--- src/rtl/fetch_unit_pkg.sv ---
`default_nettype none
// ============================================================================
// Module      : fetch_unit_pkg
// Description : Shared processor definitions used by the instruction fetch
//               stage (FSM encoding, default bubble instruction).
// Revision    : 1.0 - initial release
// ============================================================================
package fetch_unit_pkg;

    typedef enum logic [1:0] {
        ST_REQ   = 2'd0,
        ST_HOLD  = 2'd1,
        ST_DRAIN = 2'd2
    } fetch_state_t;

    localparam logic [31:0] c_NOP_INSTR = 32'h0000_0000;

    // Instruction addresses are word aligned; the low two bits are dropped.
    function automatic logic [31:0] word_align(input logic [31:0] addr);
        return addr & ~32'h0000_0003;
    endfunction

endpackage : fetch_unit_pkg
`default_nettype wire

--- src/rtl/fetch_unit.sv ---
`default_nettype none
// ============================================================================
// Module      : fetch_unit
// Description : Single-outstanding-request instruction fetch stage with
//               hold buffer for pipeline freezes and redirect draining.
// Revision    : 1.0 - initial release
// ============================================================================
module fetch_unit
    import fetch_unit_pkg::*;
#(
    parameter logic [31:0] RESET_PC  = 32'h0000_0000,
    parameter logic [31:0] NOP_INSTR = c_NOP_INSTR
) (
    input  logic        clk,
    input  logic        rst,
    input  logic        freeze,
    input  logic        branch_taken,
    input  logic [31:0] branch_addr,
    output logic        mem_req,
    output logic [31:0] mem_addr,
    input  logic        mem_ready,
    input  logic [31:0] mem_rdata,
    output logic [31:0] pc_out,
    output logic [31:0] instruction,
    output logic        valid,
    output logic        fetch_stall
);

    fetch_state_t r_state;
    logic [31:0]  r_pc;
    logic [31:0]  r_buffer;
    logic [31:0]  r_tgt;

    logic [31:0]  w_pc_inc;
    logic [31:0]  w_branch_tgt;

    assign w_pc_inc     = r_pc + 32'd4;
    assign w_branch_tgt = word_align(branch_addr);

    always_ff @(posedge clk or posedge rst) begin
        if (rst) begin
            r_state  <= ST_REQ;
            r_pc     <= word_align(RESET_PC);
            r_buffer <= 32'h0000_0000;
            r_tgt    <= 32'h0000_0000;
        end else begin
            case (r_state)
                ST_REQ: begin
                    if (branch_taken) begin
                        if (mem_ready) begin
                            r_pc <= w_branch_tgt;
                        end else begin
                            // Request must stay up at the old address until it completes.
                            r_tgt   <= w_branch_tgt;
                            r_state <= ST_DRAIN;
                        end
                    end else if (mem_ready) begin
                        if (freeze) begin
                            r_buffer <= mem_rdata;
                            r_state  <= ST_HOLD;
                        end else begin
                            r_pc <= w_pc_inc;
                        end
                    end
                end
                ST_HOLD: begin
                    if (branch_taken) begin
                        r_pc    <= w_branch_tgt;
                        r_state <= ST_REQ;
                    end else if (!freeze) begin
                        r_pc    <= w_pc_inc;
                        r_state <= ST_REQ;
                    end
                end
                ST_DRAIN: begin
                    if (branch_taken) begin
                        r_tgt <= w_branch_tgt;
                        if (mem_ready) begin
                            r_pc    <= w_branch_tgt;
                            r_state <= ST_REQ;
                        end
                    end else if (mem_ready) begin
                        r_pc    <= r_tgt;
                        r_state <= ST_REQ;
                    end
                end
                default: begin
                    r_state <= ST_REQ;
                end
            endcase
        end
    end

    always_comb begin
        mem_req     = 1'b1;
        valid       = 1'b0;
        instruction = NOP_INSTR;
        case (r_state)
            ST_REQ: begin
                valid = mem_ready & ~branch_taken;
                if (valid) begin
                    instruction = mem_rdata;
                end
            end
            ST_HOLD: begin
                mem_req = 1'b0;
                valid   = ~branch_taken;
                if (valid) begin
                    instruction = r_buffer;
                end
            end
            default: begin
                valid = 1'b0;
            end
        endcase
    end

    assign mem_addr    = r_pc;
    assign pc_out      = w_pc_inc;
    assign fetch_stall = mem_req & ~mem_ready;

endmodule : fetch_unit
`default_nettype wire

--- config.mk ---
export PLATFORM = sky130hd
export DESIGN_NAME = fetch_unit
export DESIGN_NICKNAME = d
export VERILOG_FILES = /design/src/rtl/fetch_unit_pkg.sv /design/src/rtl/fetch_unit.sv
export SDC_FILE = /design/constraint.sdc
export NUM_CORES = 1
export LEC_CHECK = 0
export CELL_PAD_IN_SITES_DETAIL_PLACEMENT = 0
export CELL_PAD_IN_SITES_GLOBAL_PLACEMENT = 1
export CORE_MARGIN = 1
export CORE_UTILIZATION = 38
export DETAILED_ROUTE_END_ITERATION = 8
export HOLD_SLACK_MARGIN = 0.03
export PLACE_DENSITY = 0.81
export SLEW_MARGIN = 20
export SYNTH_ARGS = -nofsm -noshare
export SYNTH_HDL_FRONTEND = slang
export SYNTH_SLANG_ARGS = --single-unit
--- constraint.sdc ---
create_clock -name clk -period 4.65 [get_ports clk]
set_input_delay 1.1625 -clock clk [delete_from_list [all_inputs] [get_ports clk]]
set_output_delay 1.1625 -clock clk [all_outputs]
set_load 0.02 [all_outputs]
# Word-level counts from Yosys, hierarchy flattened
# Cells that the tools add are included.
# classes
n_addsub,1
n_reduce_logical,7
eq_ne,11
muxes,25
n_bitwise,4
# op_table
cell,count
32-bit 2-to-1 mux,12
32-bit one-hot mux with 2 select lines,2
32-bit one-hot mux with 3 select lines,1
32-bit by 3-bit adder with 32-bit output (second input constant),1
3-bit inequality test (second input constant),5
2-bit 2-to-1 mux,7
2-bit inequality test (second input constant),4
4-bit AND reduction,2
2-bit one-hot mux with 3 select lines,1
5-bit AND reduction,1
3-bit AND reduction,1
3-bit nonzero test,1
1-bit AND,2
2-bit by 1-bit == test with 1-bit output (second input constant),1
2-bit == test (second input constant),1
2-bit zero test,1
1-bit inverter,2
1-bit one-hot mux with 2 select lines,1
2-bit nonzero test,1
1-bit 2-to-1 mux,1
# totals
output_inout_bits,99
ff_bits,98
in_bits,69
elab_cells,52

# Longest topological paths before layout
# logic_depth
depth_word,5
depth_mapped,9
depth_no_buf,7

# Worst setup path after synthesis
# No wires, ideal clock.
# synth_path
kind,input-to-output
from,input port branch_taken
to,output port instruction[0]
n_path_buf,5
arrival_ns,2.642
stages,7
path_slack_ns,0.846
path_cell_list,clkbuf_1 clkbuf_1 buf_2 nor2_1 clkbuf_1 clkbuf_1 a22o_1
# synth_via
elab_chain_len,4
elab_cells_between_ends,5
# synth_rtl
element,line,rtl
from (decl),fetch_unit.sv:17,"input logic branch_taken,"
1-bit inverter (no line),n/a,
1-bit AND,fetch_unit.sv:100,valid = mem_ready & ~branch_taken;
32-bit 2-to-1 mux,fetch_unit.sv:101,if (valid) begin
32-bit one-hot mux with 2 select lines *,fetch_unit.sv:98,case (r_state)
to (decl),fetch_unit.sv:24,"output logic [31:0] instruction,"
# Every way passes the cells marked *; elsewhere a longest branch is shown, timed or not.

# Worst setup path in the final report
# layout_path
from,register r_pc[3] (netlist: mem_addr[3])
to,output port pc_out[30]
# layout_via
elab_chain_len,1
# layout_rtl
element,line,rtl
from (decl),fetch_unit.sv:30,logic [31:0] r_pc;
from (signal assigned),fetch_unit.sv:43,r_pc <= word_align(RESET_PC);
from (signal assigned),fetch_unit.sv:51,r_pc <= w_branch_tgt;
from (signal assigned),fetch_unit.sv:62,r_pc <= w_pc_inc;
32-bit by 3-bit adder with 32-bit output,fetch_unit.sv:37,assign w_pc_inc = r_pc + 32'd4;
to (decl),fetch_unit.sv:23,"output logic [31:0] pc_out,"
# Every way passes these cells.

==> results by group <==
STA
  • Slew margin rel.: 29.3%
  • Tcrit/Tclk final: 97.3%
  • FMAX: 221 MHz
  • Unrepaired setup endpoints after global routing: false
  • Slew Viols, Final: 0
  • Final Hold Vio Count: 0
  • Worst Slack Setup Final: 0.125 ns
  • Post-route setup TNS: 0 ns
  • Post-route minimum period: 4.53 ns
  • Clock Skew: 0.00690 ns
  • Worst slew pin tran: 1.05 ns
  • Final setup fails: 0

Global routing
  • Total grt overflow: 0
  • Vias in the first global route: 6711
  • GRT Util Overall: 25.1%
  • Pin count of the biggest net entering global routing: 97
  • First-pass GRT wire length: 37900 um
  • Initial antenna violation count: 0

Synth
  • Synth Area in Simple Gates: 17.9%
  • Synth Area in Adders: 0.878%
  • Mapped Nets: 895
  • Yosys warnings: 0
  • Largest family of logic cells by synthesized area: compound AO/OA/AOI/OAI gates
  • Multiplexer share of the synthesized area: 14.5%
  • Post-Syn Instances: 821
  • Cell taking the most area after synthesis: dfrtp_1
  • Post-synth EDFFs: 0
  • Average size of a mapped cell: 8.68 um^2
  • Register area share after synthesis: 33.7%
  • Number of synthesized register bits: 96
  • Synth area leaders: dfrtp_1 (34%), mux2_2 (10%), a22o_1 (4.7%), mux2i_1 (4.2%), o21ai_0 (3.9%)
  • Synth top area share: 33.7%
  • Synth unique cells: 65
  • Post-Synth XOR/XNOR Area: 4.18%
  • Post-synthesis cell area: 0.00712 mm^2
  • Main synth FF type: dfrtp_1
  • Synth Area in Compound Gates: 23.0%
  • Asr flop ratio synth: 100%

Die
  • Starting Density: 39.3%
  • Die X: 139 um
  • Die Ht: 139 um
  • IO Pins: 168
  • Core Box Area: 0.0181 mm^2
  • Die area: 0.0193 mm^2
  • FP Rows: 49

Layout
  • Most frequent cells in the layout: clkdlybuf4s50_1 (163), dfrtp_1 (96), mux2_2 (65), nand2_1 (61), nor2_1 (59)
  • Layout cells sized above 1: 13.2%
  • Commonest non-fill, non-tap cell in the layout: clkdlybuf4s50_1
  • NumNets Final: 1010
  • Synthesis-to-layout area growth: 29.6%
  • Ant diodes: 0

Drt
  • Total number of vias: 7079
  • Total Wirelength: 24200 um
  • Wire per inst: 20.7 um
  • Drt pass-1 iters: 7
  • Antenna Nets Post-Route: 0
  • Residual DRC count: 0
  • First DRT Iteration DRCs: 612
  • Avg Vias per Cell: 6.05

Clock network
  • CTS resizes: 0
  • Hold_buf cts: 0
  • Clock latency on the worst-skew pair: 0.37 ns
  • Root Buffer: clkbuf_16
  • Post-CTS setup buffers: 0
  • CTS tree: yes
  • Max Root-Sink Buffers: 2
  • Sink Count: 96
  • Num CTS Buffers: 9
  • H-tree levels: 3
  • Clock-pin transition on the worst setup and hold timing paths: 0.08 ns

Worst setup path
  • Setup crit end kind: output port
  • WP data required: 3.49 ns
  • CP max-delay cell: clkdlybuf4s50_1
  • Critical path peak fanout: 9
  • R2R Setup Slk: 1.56 ns
  • Kind of critical path: flip-flop to output port
  • Worst-path cell chain: ha_1, nand3_1, nor3_1, nand4_1, xnor2_1, clkdlybuf4s50_1
  • Slowest stage delay, CP: 0.62 ns
  • Crit path DAT: 3.36 ns
  • Critical Path Start Type: flip-flop

Min path
  • Hold/Removal Path Class: flip-flop to flip-flop

Power
  • Sw Share: 45.2%
  • Switching power: 2680 uW
  • Power Density: 641 mW/mm^2
  • Register share of total power: 29.2%
  • P_int: 3240 uW
  • Gate power share: 57.0%
  • VDD IR max: 0.000284 V
  • Leak: 0.00366 uW
  • Clock share of power: 13.8%

Placement
  • Dpl ws: 0.571 ns
  • Input/output buffers: 165
  • Post-DP HPWL: 16000 um
  • Gpl congestion: 0.875

Run status
  • Status: finished clean

Flow run
  • MaxCap Viol Count: 0
-- cell families (layout without fill, tap and decap cells) --
group                    count (synthesis)  in the layout
flip-flops                              96             96
buffers and inverters                  102            222
XOR/XNOR                                34             34
AO/OA/AOI/OAI                          237            237
multiplexers                            95             95
adder cells (fa/ha/maj)                  5              5
AND/OR/NAND/NOR                        252            252
-- stage by stage --
step	power, uW	std cells	hold WS (ns)	area (um^2)	util, %
global placement	5040	1154	0.459	8920	49.1
detailed placement	5090	1154	0.467	8920	49.1
CTS	5920	1170	0.484	9230	50.9
global route	6290	1170	0.513	9230	50.9
finish	5920	1170	0.483	9230	50.9
floorplan	3790	821	0.445	7120	-
-- metal layers --
layer	vias up	global-route usage [%]	part of all wire, %
met2	336	38.9	45
met4	0	10.0	2.8
met1	3416	32.9	44
met3	44	7.22	8.5
met5	-	0	0
li1	3283	-	-
-- layout make-up --
type | count | area, um^2
Clock buffer | 9 | 225
Clock inverter | 7 | 90.1
Fill cell | 1741 | 8910
Inverter | 16 | 62.6
Multi-Input combinational cell | 623 | 4310
Sequential cell | 96 | 2400
Tap cell | 229 | 287
Timing Repair Buffer | 190 | 1860
-- Yosys cell counts (all sizes together) (16+ instances only) --
master / number
nand3: 26
a21oi: 44
o21ai: 56
xnor2: 17
a22o: 38
mux2i: 30
nand2: 61
mux2: 65
buf: 28
nor3: 20
nor2: 60
nand4: 17
clkbuf: 58
inv: 16
dfrtp: 96
xor2: 17
-- sequential cells by signal (all words and copies together), names as in the netlist --
| signal | cells |
|---|---|
| r_buffer | 32 |
| mem_addr | 32 |
| r_state | 2 |
| r_tgt | 30 |
-- worst max-delay path, delay by kind of cell, from the launching register on --
family / cells / cell delay, ns
xor gates and xnor gates: 1 / 0.19
and+or+nand+nor: 3 / 1.29
buffers and inverters: 1 / 0.62
DFF: 1 / 0.55
adders and majority gates: 1 / 0.35
-- power by group through the flow --
stage	logic (uW)	clock network (uW)	registers, uW
3_3_place_gp	3320	0	1720
6_report	3380	816	1730
5_1_grt	3640	864	1790
3_5_place_dp	3350	0	1740
2_1_floorplan	2190	0	1600
4_1_cts	3370	837	1720
-- final timing paths --
path | cells past startpoint | start | to
setup / recovery | 6 | mem_addr[3]$_DFFE_PP0P_ | pc_out[30]
hold / removal | 2 | r_tgt[15]$_DFFE_PP0P_ | r_tgt[15]$_DFFE_PP0P_
setup reg to reg | 8 | r_state[0]$_DFFE_PP0P_ | mem_addr[9]$_DFFE_PP0P_
hold reg to reg | 2 | r_tgt[15]$_DFFE_PP0P_ | r_tgt[15]$_DFFE_PP0P_
max in group asynchronous | 3 | rst | mem_addr[24]$_DFFE_PP0P_
min in group asynchronous | 3 | rst | mem_addr[0]$_DFFE_PP0P_
Note: power is estimated with default switching activity, not from simulation.
